===== src/rtl/align_shift_sched.sv =====
// Arbiter and pairing front end for a shared alignment shifter: FP32 requests issue directly,
// while FP16 requests are paired into two lanes or issued alone once the pairing wait expires.
package align_shift_sched_pkg;
  typedef enum logic {FP32 = 1'b0, FP16 = 1'b1} fp_fmt_e;
endpackage

module align_shift_sched
  import align_shift_sched_pkg::*;
#(
  parameter int unsigned TAG_W     = 4,
  parameter int unsigned PAIR_WAIT = 2
) (
  input  logic             clk,
  input  logic             rst,
  input  logic             req32_valid,
  output logic             req32_ready,
  input  logic [23:0]      req32_x,
  input  logic [4:0]       req32_s,
  input  logic [TAG_W-1:0] req32_tag,
  input  logic             req16_valid,
  output logic             req16_ready,
  input  logic [7:0]       req16_x,
  input  logic [3:0]       req16_s,
  input  logic [TAG_W-1:0] req16_tag,
  output fp_fmt_e          sh_fmt,
  output logic [23:0]      sh_x,
  output logic [7:0]       sh_s,
  input  logic [25:0]      sh_r,
  input  logic             sh_sticky_h,
  input  logic             sh_sticky_l,
  output logic             out_valid,
  input  logic             out_ready,
  output fp_fmt_e          out_fmt,
  output logic [25:0]      out_r,
  output logic             out_sticky_h,
  output logic             out_sticky_l,
  output logic [TAG_W-1:0] out_tag_h,
  output logic [TAG_W-1:0] out_tag_l,
  output logic [1:0]       out_lanes
);

  typedef enum logic {EMPTY, HOLD} state_e;

  state_e           state;
  logic [3:0]       wait_cnt;
  logic             rr_ptr;
  logic [7:0]       held_x;
  logic [3:0]       held_s;
  logic [TAG_W-1:0] held_tag;

  logic             slot_free;
  logic             timeout;
  logic             cand16;
  logic             cand32;
  logic             grant16;
  logic             grant32;
  logic             pair;
  logic [TAG_W-1:0] nxt_tag_h;
  logic [TAG_W-1:0] nxt_tag_l;
  logic [1:0]       nxt_lanes;

  assign slot_free = !out_valid || out_ready;
  assign timeout   = (wait_cnt == 4'(PAIR_WAIT));
  assign cand16    = (state == HOLD) && (req16_valid || timeout);
  assign cand32    = req32_valid;

  // Grants are forced low during reset so both readies read 0 while rst is high.
  assign grant32 = !rst && slot_free && cand32 && (!cand16 || !rr_ptr);
  assign grant16 = !rst && slot_free && cand16 && (!cand32 || rr_ptr);
  assign pair    = grant16 && req16_valid;

  assign req32_ready = grant32;
  assign req16_ready = (state == EMPTY) ? !rst : grant16;

  always_comb begin
    sh_fmt    = FP32;
    sh_x      = '0;
    sh_s      = '0;
    nxt_tag_h = '0;
    nxt_tag_l = '0;
    nxt_lanes = 2'b00;
    if (grant32) begin
      sh_x      = req32_x;
      sh_s      = {3'b000, req32_s};
      nxt_tag_l = req32_tag;
      nxt_lanes = 2'b01;
    end else if (grant16) begin
      sh_fmt    = FP16;
      nxt_tag_h = held_tag;
      if (pair) begin
        sh_x      = {held_x, 4'b0000, req16_x, 4'b0000};
        sh_s      = {held_s, req16_s};
        nxt_tag_l = req16_tag;
        nxt_lanes = 2'b11;
      end else begin
        sh_x      = {held_x, 16'h0000};
        sh_s      = {held_s, 4'b0000};
        nxt_lanes = 2'b10;
      end
    end
  end

  always_ff @(posedge clk or posedge rst) begin
    if (rst) begin
      state        <= EMPTY;
      wait_cnt     <= '0;
      rr_ptr       <= 1'b0;
      held_x       <= '0;
      held_s       <= '0;
      held_tag     <= '0;
      out_valid    <= 1'b0;
      out_fmt      <= FP32;
      out_r        <= '0;
      out_sticky_h <= 1'b0;
      out_sticky_l <= 1'b0;
      out_tag_h    <= '0;
      out_tag_l    <= '0;
      out_lanes    <= 2'b00;
    end else begin
      if (grant32 || grant16) begin
        out_valid    <= 1'b1;
        out_fmt      <= sh_fmt;
        out_r        <= sh_r;
        out_sticky_h <= sh_sticky_h;
        out_sticky_l <= sh_sticky_l;
        out_tag_h    <= nxt_tag_h;
        out_tag_l    <= nxt_tag_l;
        out_lanes    <= nxt_lanes;
      end else if (out_ready) begin
        out_valid <= 1'b0;
      end

      if (slot_free && cand16 && cand32) rr_ptr <= !rr_ptr;

      case (state)
        EMPTY: begin
          if (req16_valid) begin
            state    <= HOLD;
            wait_cnt <= '0;
            held_x   <= req16_x;
            held_s   <= req16_s;
            held_tag <= req16_tag;
          end
        end
        HOLD: begin
          if (grant16) begin
            state    <= EMPTY;
            wait_cnt <= '0;
          end else if (!timeout) begin
            wait_cnt <= wait_cnt + 4'd1;
          end
        end
        default: state <= EMPTY;
      endcase
    end
  end

endmodule


===== config.mk =====
export PLATFORM = sky130hd
export DESIGN_NAME = align_shift_sched
export DESIGN_NICKNAME = d
export VERILOG_FILES = /design/src/rtl/align_shift_sched.sv
export SDC_FILE = /design/constraint.sdc
export NUM_CORES = 1
export LEC_CHECK = 0
export ABC_AREA = 1
export CAP_MARGIN = 20
export CORE_AREA = 2 2 107 78
export CTS_BUF_LIST = sky130_fd_sc_hd__clkbuf_4 sky130_fd_sc_hd__clkbuf_8
export DETAILED_ROUTE_END_ITERATION = 8
export DIE_AREA = 0 0 109 80
export PLACE_DENSITY = 0.8
export SYNTH_ARGS = -nofsm -noshare
export SYNTH_HDL_FRONTEND = slang
export SYNTH_SLANG_ARGS = --single-unit

===== constraint.sdc =====
create_clock -name clk -period 2.5 [get_ports clk]
set_input_delay 0.25 -clock clk [delete_from_list [all_inputs] [get_ports clk]]
set_output_delay 0.25 -clock clk [all_outputs]
set_load 0.005 [all_outputs]

---- Word level (Yosys, flattened, before mapping) ----
Cells that the tools add are included.
storage, ports and cells
  bits in writable memories ............... 0
  register bits ........................... 62
  ROM bits ................................ 0
  latch bits .............................. 0
  memories ................................ 0
  word-level logic and storage cells ...... 67
operators by class
  $add $sub $neg .......................... 1
  mux-type cells .......................... 26
  divide/modulo/power cells ............... 0
  shift-type cells ........................ 0
  reductions and logical operators ........ 22
  multiply operators ...................... 0
  bitwise operators ....................... 1
  order comparisons ....................... 0
  equal/unequal tests ..................... 3
operator list
  operator                                                                number
  24-bit two-way mux                                                      2
  4-bit two-way mux                                                       9
  8-bit two-way mux                                                       2
  12-bit two-way mux                                                      1
  1-bit logical AND                                                       9
  1-bit two-way mux                                                       8
  4-bit case mux with 2 select lines                                      1
  1-bit logical NOT                                                       5
  1-bit logical OR                                                        5
  4-bit by 1-bit adder with 4-bit output (second input constant)          1
  4-bit by 2-bit equality test with 1-bit output (second input constant)  1
  2-bit two-way mux                                                       2
  2-bit AND reduction                                                     2
  3-bit by 2-bit != test with 1-bit output (second input constant)        1
  2-bit != test (second input constant)                                   1
  1-bit case mux with 2 select lines                                      1
  2-bit nonzero test                                                      1
  1-bit inverter                                                          1

---- Depth between registers and ports, before layout ----
Gate-level depths: netlist (run 1).
  word-level depth ........................ 9
  depth in mapped cells ................... 10

---- Worst setup path after synthesis (run 1) ----
Ideal clock, no wire load.
  path type ............................... input port to output port
  from .................................... input rst
  to ...................................... output sh_x[0]
  arrival ................................. 1.818 ns
  cell stages on the path ................. 7
  data required time ...................... 2.250 ns
  path slack .............................. 0.432 ns
  cell sequence ........................... inv_2 > nand2_2 > nor2_2 > nand2_4 > buf_8 > buf_6 > nor2_1
between the ends
  cells in the longest elaborated chain, start to end .. 6
  elaborated cells between the ends (all ways) .. 8
ends and longest elaborated chain
  item                                  line    source
  start: declaration                    14      input logic rst,
  1-bit logical NOT (no source line) *  --
  1-bit logical AND *                   68, 69
  1-bit logical AND (2 in series)       69      assign grant16 = !rst && slot_free && cand16 && (!cand32 || rr_ptr);
  24-bit two-way mux                    87      end else if (grant16) begin
  24-bit two-way mux *                  82      if (grant32) begin
  end: declaration                      26      output logic [23:0] sh_x,
Every way passes the cells marked *; elsewhere a longest branch is shown, timed or not.

---- Worst setup path in the final report (run 1) ----
  from .................................... register wait_cnt[0]
  to ...................................... output sh_x[3]
between the ends
  cells in the longest elaborated chain, start to end .. 7
  elaborated cells between the ends (all ways) .. 10
ends and longest elaborated chain
  item                                                            line    source
  start: declaration                                              45      logic [3:0] wait_cnt;
  start signal: assignment                                        150     wait_cnt <= wait_cnt + 4'd1;
  4-bit by 2-bit equality test with 1-bit output *                63      assign timeout = (wait_cnt == 4'(PAIR_WAIT));
  1-bit logical OR *                                              64      assign cand16 = (state == HOLD) && (req16_valid || timeout);
  1-bit logical AND *                                             64
  1-bit logical AND / 1-bit logical NOT (equally long branches)   69, 68
  1-bit logical AND / 1-bit logical OR (equally long branches)    69, 68
  24-bit two-way mux / 1-bit logical AND (equally long branches)  87, 68
  24-bit two-way mux *                                            82
Marks and branches as above.

==> metrics.txt, run 1 <==
max_cap viols 0; outcome finished, final reports clean; antenna cells 0; cell area after synthesis 3050 µm²; Worst slew margin 0.611; layout cells sized above 1 0.111; Req. time, crit path 2.25 ns; worst min-delay path category input port to async pin; Ports 157; Post-Syn Nets 455; remaining antenna violation count 0; slowest cell on the critical path clkdlybuf4s50_1; Worst-path clk slew 0.07 ns; Place WS 0.0966 ns; final setup margin 0.0932 ns; gpl congestion 0.743; largest net degree at the start of global routing 35; Final Hold Viols 0; minimum clock period after layout 2.41 ns; Num CTS Buffers 9; Avg Cell Area, Syn 8.21 µm²; clk sinks 61; Max Slew Vio Count 0; Inst Count DP 617; Congestion Overflow GR 0; Detailed Routing Iterations Pass 1 4; hold_buf cts 0; Setup crit start kind flop; drt drc 0; Finished Layout Cells 633; RSZ-0062 raised after global routing yes; VDD IR max 0.465 mV; worst skew pair latency 0.33 ns; placed wire-length estimate 6.49 mm; cell family with most CP delay buffers and inverters; initial antenna violation count 0; most frequent cells in the layout 140 x nand2_1, 139 x clkdlybuf4s50_1, 61 x dfrtp_1; input/output buffers 156; drt total wl 8.55 mm; Final Util 0.639; starting density of the core 0.397; CTS Buffer Depth 2; sequential share of the synthesized area 0.501; Seq cells post-synth 61; synthesized netlist cell count 371; vias per inst 4.75; FMAX 0.415 GHz; first-pass GRT wire length 13.5 mm; Root Buffer clkbuf_8; worst path cell trace inv_1, ha_1, nand2_2, nand2_4, nand3_4, nand2_4, buf_8, nor2_1, clkdlybuf4s50_1; number of global-route vias before repair 2867; Clock Skew 0.00800 ns; synth unique cells 24; commonest non-fill, non-tap cell in the layout nand2_1; crit path max fanout 22; Die H 80 µm; Leakage 2.61 nW; CP endpoint kind output pin; fin crit share 0.963; pwr/cell area 921 nW/µm²; NumNets Final 613; Die W 109 µm; final setup fails 0; most used cell, CP nand2_4; WL/cell 13.5 µm; Syn. warnings 0; via count 3007; Arr. time, crit path 2.16 ns; core region area 7670 µm²; CTS tree done; Total GRT Usage 0.199; Buf/Inv on CP 3; Tot Pwr 4.51 mW; worst slew pin tran 0.582 ns; Max H-tree Level 3; critical path class flop to output pin; area delta synth->final 60.8%; row cnt 27; die area 8720 µm²; CP max stage delay 0.51 ns; Starting DRT DRC Count 142
[cell usage after synthesis, drive strengths merged]
master	count	area share
inv	30	0.037
buf	22	0.060
ha	2	0.0082
nand4	1	0.0021
nand2	149	0.19
nand3	61	0.12
xor2	2	0.0058
xnor2	1	0.0029
dfrtp	61	0.50
o21ai	24	0.039
nor2	16	0.023
a21oi	2	0.0045
[report_power, final]
part	leakage, nW	internal, mW	total, mW	switching [mW]
logic	1.78	1.15	2.08	0.931
registers	0.757	1.44	1.73	0.286
clock network	0.0767	0.342	0.701	0.359
[worst paths after layout]
kind,startpoint,endpoint,depth (start not counted),slack [ns]
max,wait_cnt[0]$_DFFE_PP0P_,sh_x[3],9,0.09
min,rst,out_tag_l[3]$_DFFE_PP0P_,3,0.41
max reg2reg,wait_cnt[0]$_DFFE_PP0P_,out_r[14]$_DFFE_PP0P_,11,0.27
min reg2reg,held_tag[1]$_DFFE_PP0P_,held_tag[1]$_DFFE_PP0P_,2,0.47
max in group asynchronous,rst,out_r[20]$_DFFE_PP0P_,3,1.74
min in group clk,sh_r[24],out_r[24]$_DFFE_PP0P_,3,0.45
[logic make-up (layout without fill, tap and decap cells)]
logic type | Yosys count | in the layout | synth area share
buffers and inverters | 52 | 213 | 0.0965
AND/OR/NAND/NOR | 227 | 227 | 0.342
flip-flops | 61 | 61 | 0.501
AO/OA/AOI/OAI | 26 | 26 | 0.0439
adder cells (fa/ha/maj) | 2 | 2 | 0.00821
XOR/XNOR | 3 | 3 | 0.00863
[sequential cells by signal, summed over array words and instances (netlist names)]
register	flops
out_r	26
held_x	8
held_s	4
held_tag	4
out_tag_h	4
out_tag_l	4
wait_cnt	4
out_fmt	1
out_lanes	1
out_sticky_h	1
out_sticky_l	1
out_valid	1
rr_ptr	1
state	1
[tightest hold or removal path, cell delays in order]
cell             delay, ns
clkdlybuf4s50_1       0.45
inv_2                 0.10
buf_4                 0.33
[metrics by stage]
step                      area [µm²]  hold WS [ns]  TNS [ns]
after detailed placement        4640         0.458         0
final                           4900         0.411         0
after global placement          4640         0.456         0
after CTS                       4800         0.398   -0.0128
after global routing            4900         0.423   -0.0988
after floorplan                 3050         0.360         0
[layout make-up]
cell class                      instances  area [µm²]
Inverter                               30         125
Timing Repair Buffer                  169        1720
Clock buffer                            9         124
Sequential cell                        61        1530
Multi-Input combinational cell        258        1240
Clock inverter                          5        30.0
Tap cell                              101         126
Fill cell                             684        2770
[metal layers]
layer,track usage,share of wire
met5,0,0
met3,0.0514,0.052
met1,0.250,0.43
met4,0.0564,0.0087
met2,0.338,0.51
[timing repair]
| item | 4_1_cts | 5_1_grt |
|---|---|---|
| setup buffers | 0 | 2 |
| gates resized for setup | 4 | 34 |
| setup endpoints to repair | 21 | 30 |
No activity file was read; power rests on OpenSTA's default activity.
==> run 2, diff against run 1 <==
==> constraint.sdc (replaced) <==
create_clock -name clk -period 2.5 [get_ports clk]
set_input_delay 0.5 -clock clk [delete_from_list [all_inputs] [get_ports clk]]
set_output_delay 0.5 -clock clk [all_outputs]
set_load 0.005 [all_outputs]
==> run 2 against run 1 <==
Effect of this change:
- flip-flop and latch count unchanged
- setup slack gained 0.0032 ns
- non-clock buffer count grew 20
- first-iteration DRC count shrank 13%
- register-to-register slack gained 0.03 ns
- die area did not move
- total power is 3.7% higher
- clock power is 9.0% higher
- critical path depth is the same
- routed wire length grew 2.5%
==> metrics.txt, run 2 (synthesis gave the netlist of run 1 again) <==
outcome finished, final reports clean; Max H-tree Level 3 (unchanged); worst slew pin tran 0.536 ns (-0.0461 ns); WL/cell 13.4 µm (-0.91%); Total GRT Usage 0.210 (+0.0109); Leakage 2.59 nW (-0.71%); Worst-path clk slew 0.07 ns (about the same); area delta synth->final 65.6%; FF/Latch Area 1530 µm² (unchanged); Arr. time, crit path 1.90 ns (-0.26 ns); cell family with most CP delay buffers and inverters; Die H 80 µm (unchanged); Max Slew Vio Count 0 (unchanged); via count 3080 (+2.4%); sequential share of power 0.371 (-0.012); first-pass GRT wire length 14.3 mm (+5.4%); row cnt 27 (unchanged); uppermost layer routed met4; routed wl met3 621 µm (+40%); drt drc 0 (unchanged); Net Sw Power 1.66 mW (+5.5%); Fill cells 658 (-3.8%); NumNets Final 633 (+3.3%); worst path cell trace clkdlybuf4s50_1, inv_2, nand2_4, nand2_2, nor2_4, buf_8, nand3_1, nand2_1, dlygate4sd2_1; Starting DRT DRC Count 124 (-13%); starting density of the core 0.397 (unchanged); final setup margin 0.0964 ns (+0.00315 ns); input/output buffers 156 (unchanged); Req. time, crit path 2.00 ns (-0.25 ns); layout cells sized above 1 0.159 (+0.0479); FMAX 0.416 GHz (+0.13%); Num CTS Buffers 9 (unchanged); WL met2 4.31 mm (-0.83%); VDD IR max 0.529 mV (+14%); Detailed Routing Iterations Pass 1 4 (unchanged); largest net degree at the start of global routing 38 (+8.6%); drt total wl 8.77 mm (+2.5%); M1 WL 3.76 mm (+1.6%); Largest Register out_r; Setup crit start kind input port; clk sinks 61 (unchanged); switching part of the total 0.356 (+0.00606); crit path max fanout 12 (-45%); max_cap viols 0 (unchanged); worst min-delay path category input port to async pin; Final Util 0.658 (+0.0191); commonest non-fill, non-tap cell in the layout nand2_1; critical path class input port to output pin; setup TNS 0 ns (unchanged); Comb power frac 0.466 (+0.005); Final Hold Viols 0 (unchanged); Buf/Inv on CP 4 (+1); Pint 3.01 mW (+2.7%); pwr/cell area 927 nW/µm² (+0.67%); fin crit share 0.961 (-0.00126); worst skew pair latency 0.33 ns (about the same); Congestion Overflow GR 0 (unchanged); vias per inst 4.70 (-1.0%); final setup fails 0 (unchanged); number of global-route vias before repair 3063 (+6.8%); remaining antenna violation count 0 (unchanged); core region area 7670 µm² (unchanged); Clock Skew 0.00855 ns (+0.000552 ns); largest registers out_r x26, held_x x8; clock share of power 0.163 (+0.007); Root Buffer clkbuf_8; Die W 109 µm (unchanged); CTS tree done; antenna cells 0 (unchanged); minimum clock period after layout 2.40 ns (-0.00315 ns); CP endpoint kind output pin; initial antenna violation count 0 (unchanged); multi-input logic area 1280 µm² (+2.6%); Ports 157 (unchanged); gpl congestion 0.752 (+1.2%); die area 8720 µm² (unchanged); Place WS -0.434 ns (-0.531 ns); placed wire-length estimate 6.61 mm (+2.0%); CTS Buffer Depth 2 (unchanged); most frequent cells in the layout 140 x nand2_1, 119 x clkdlybuf4s50_1, 61 x dfrtp_1; slowest cell on the critical path clkdlybuf4s50_1; RSZ-0062 raised after global routing yes; Worst slew margin 0.642 (+0.0307); max reg flops 26 (unchanged); CP max stage delay 0.49 ns (-0.02 ns)
## run 2: metrics by stage
stage                     cells  total power, mW  instance area, µm²  hold slack (ns)
after detailed placement    626             3.87                4730            0.467
final                       655             4.68                5040            0.341
after floorplan             371             2.70                3050            0.442
after global placement      626             3.79                4730            0.458
after global routing        655             5.04                5040            0.353
after CTS                   650             4.67                4970            0.486
## run 2: final cells by class
| cell class | count | area share |
|---|---|---|
| sequential | 61 | 0.303 |
| timing repair buffer | 189 | 0.361 |
| tap | 101 | 0.0250 |
| clock buffer | 9 | 0.0246 |
| clock inverter | 7 | 0.0102 |
| inverter | 30 | 0.0233 |
| multi-input combinational | 258 | 0.253 |
## run 2: power groups by stage
stage          combinational, mW  clock (mW)  sequential [mW]
2_1_floorplan              0.980           0             1.72
3_3_place_gp                2.07           0             1.72
3_5_place_dp                2.13           0             1.74
4_1_cts                     2.15       0.790             1.73
5_1_grt                     2.41       0.841             1.79
6_report                    2.18       0.764             1.73
## run 2: final timing paths
kind                                           end  slack [ns]  depth (start not counted)               startpoint
setup / recovery                          sh_x[11]         0.1                          9              req16_valid
hold / removal             wait_cnt[1]$_DFFE_PP0P_        0.34                          3                      rst
setup reg to reg              out_r[4]$_DFFE_PP0P_        0.30                         15  wait_cnt[0]$_DFFE_PP0P_
hold reg to reg            held_tag[2]$_DFFE_PP0P_        0.48                          2  held_tag[2]$_DFFE_PP0P_
max in group asynchronous    out_r[22]$_DFFE_PP0P_        1.69                          4                      rst
min in group clk           held_tag[2]$_DFFE_PP0P_        0.48                          2  held_tag[2]$_DFFE_PP0P_
## run 2: what timing repair did
item | 4_1_cts | 5_1_grt
gates cloned | 0 | 1
hold buffers | 0 | 0
endpoints found under the setup margin | 35 | 59
pin swaps | 6 | 4
hold endpoints to repair | 0 | 0
resized for setup | 53 | 19
setup buffers | 8 | 4
## run 2: tightest hold or removal path: stages
cell	delay, ns
dlymetal6s2s_1	0.16
inv_4	0.09
buf_4	0.31
## run 2: metal layers
layer,GRT usage,vias up
met1,0.256,1441
met3,0.0620,8
met5,0,-
met2,0.362,109
li1,-,1522
met4,0.0564,0
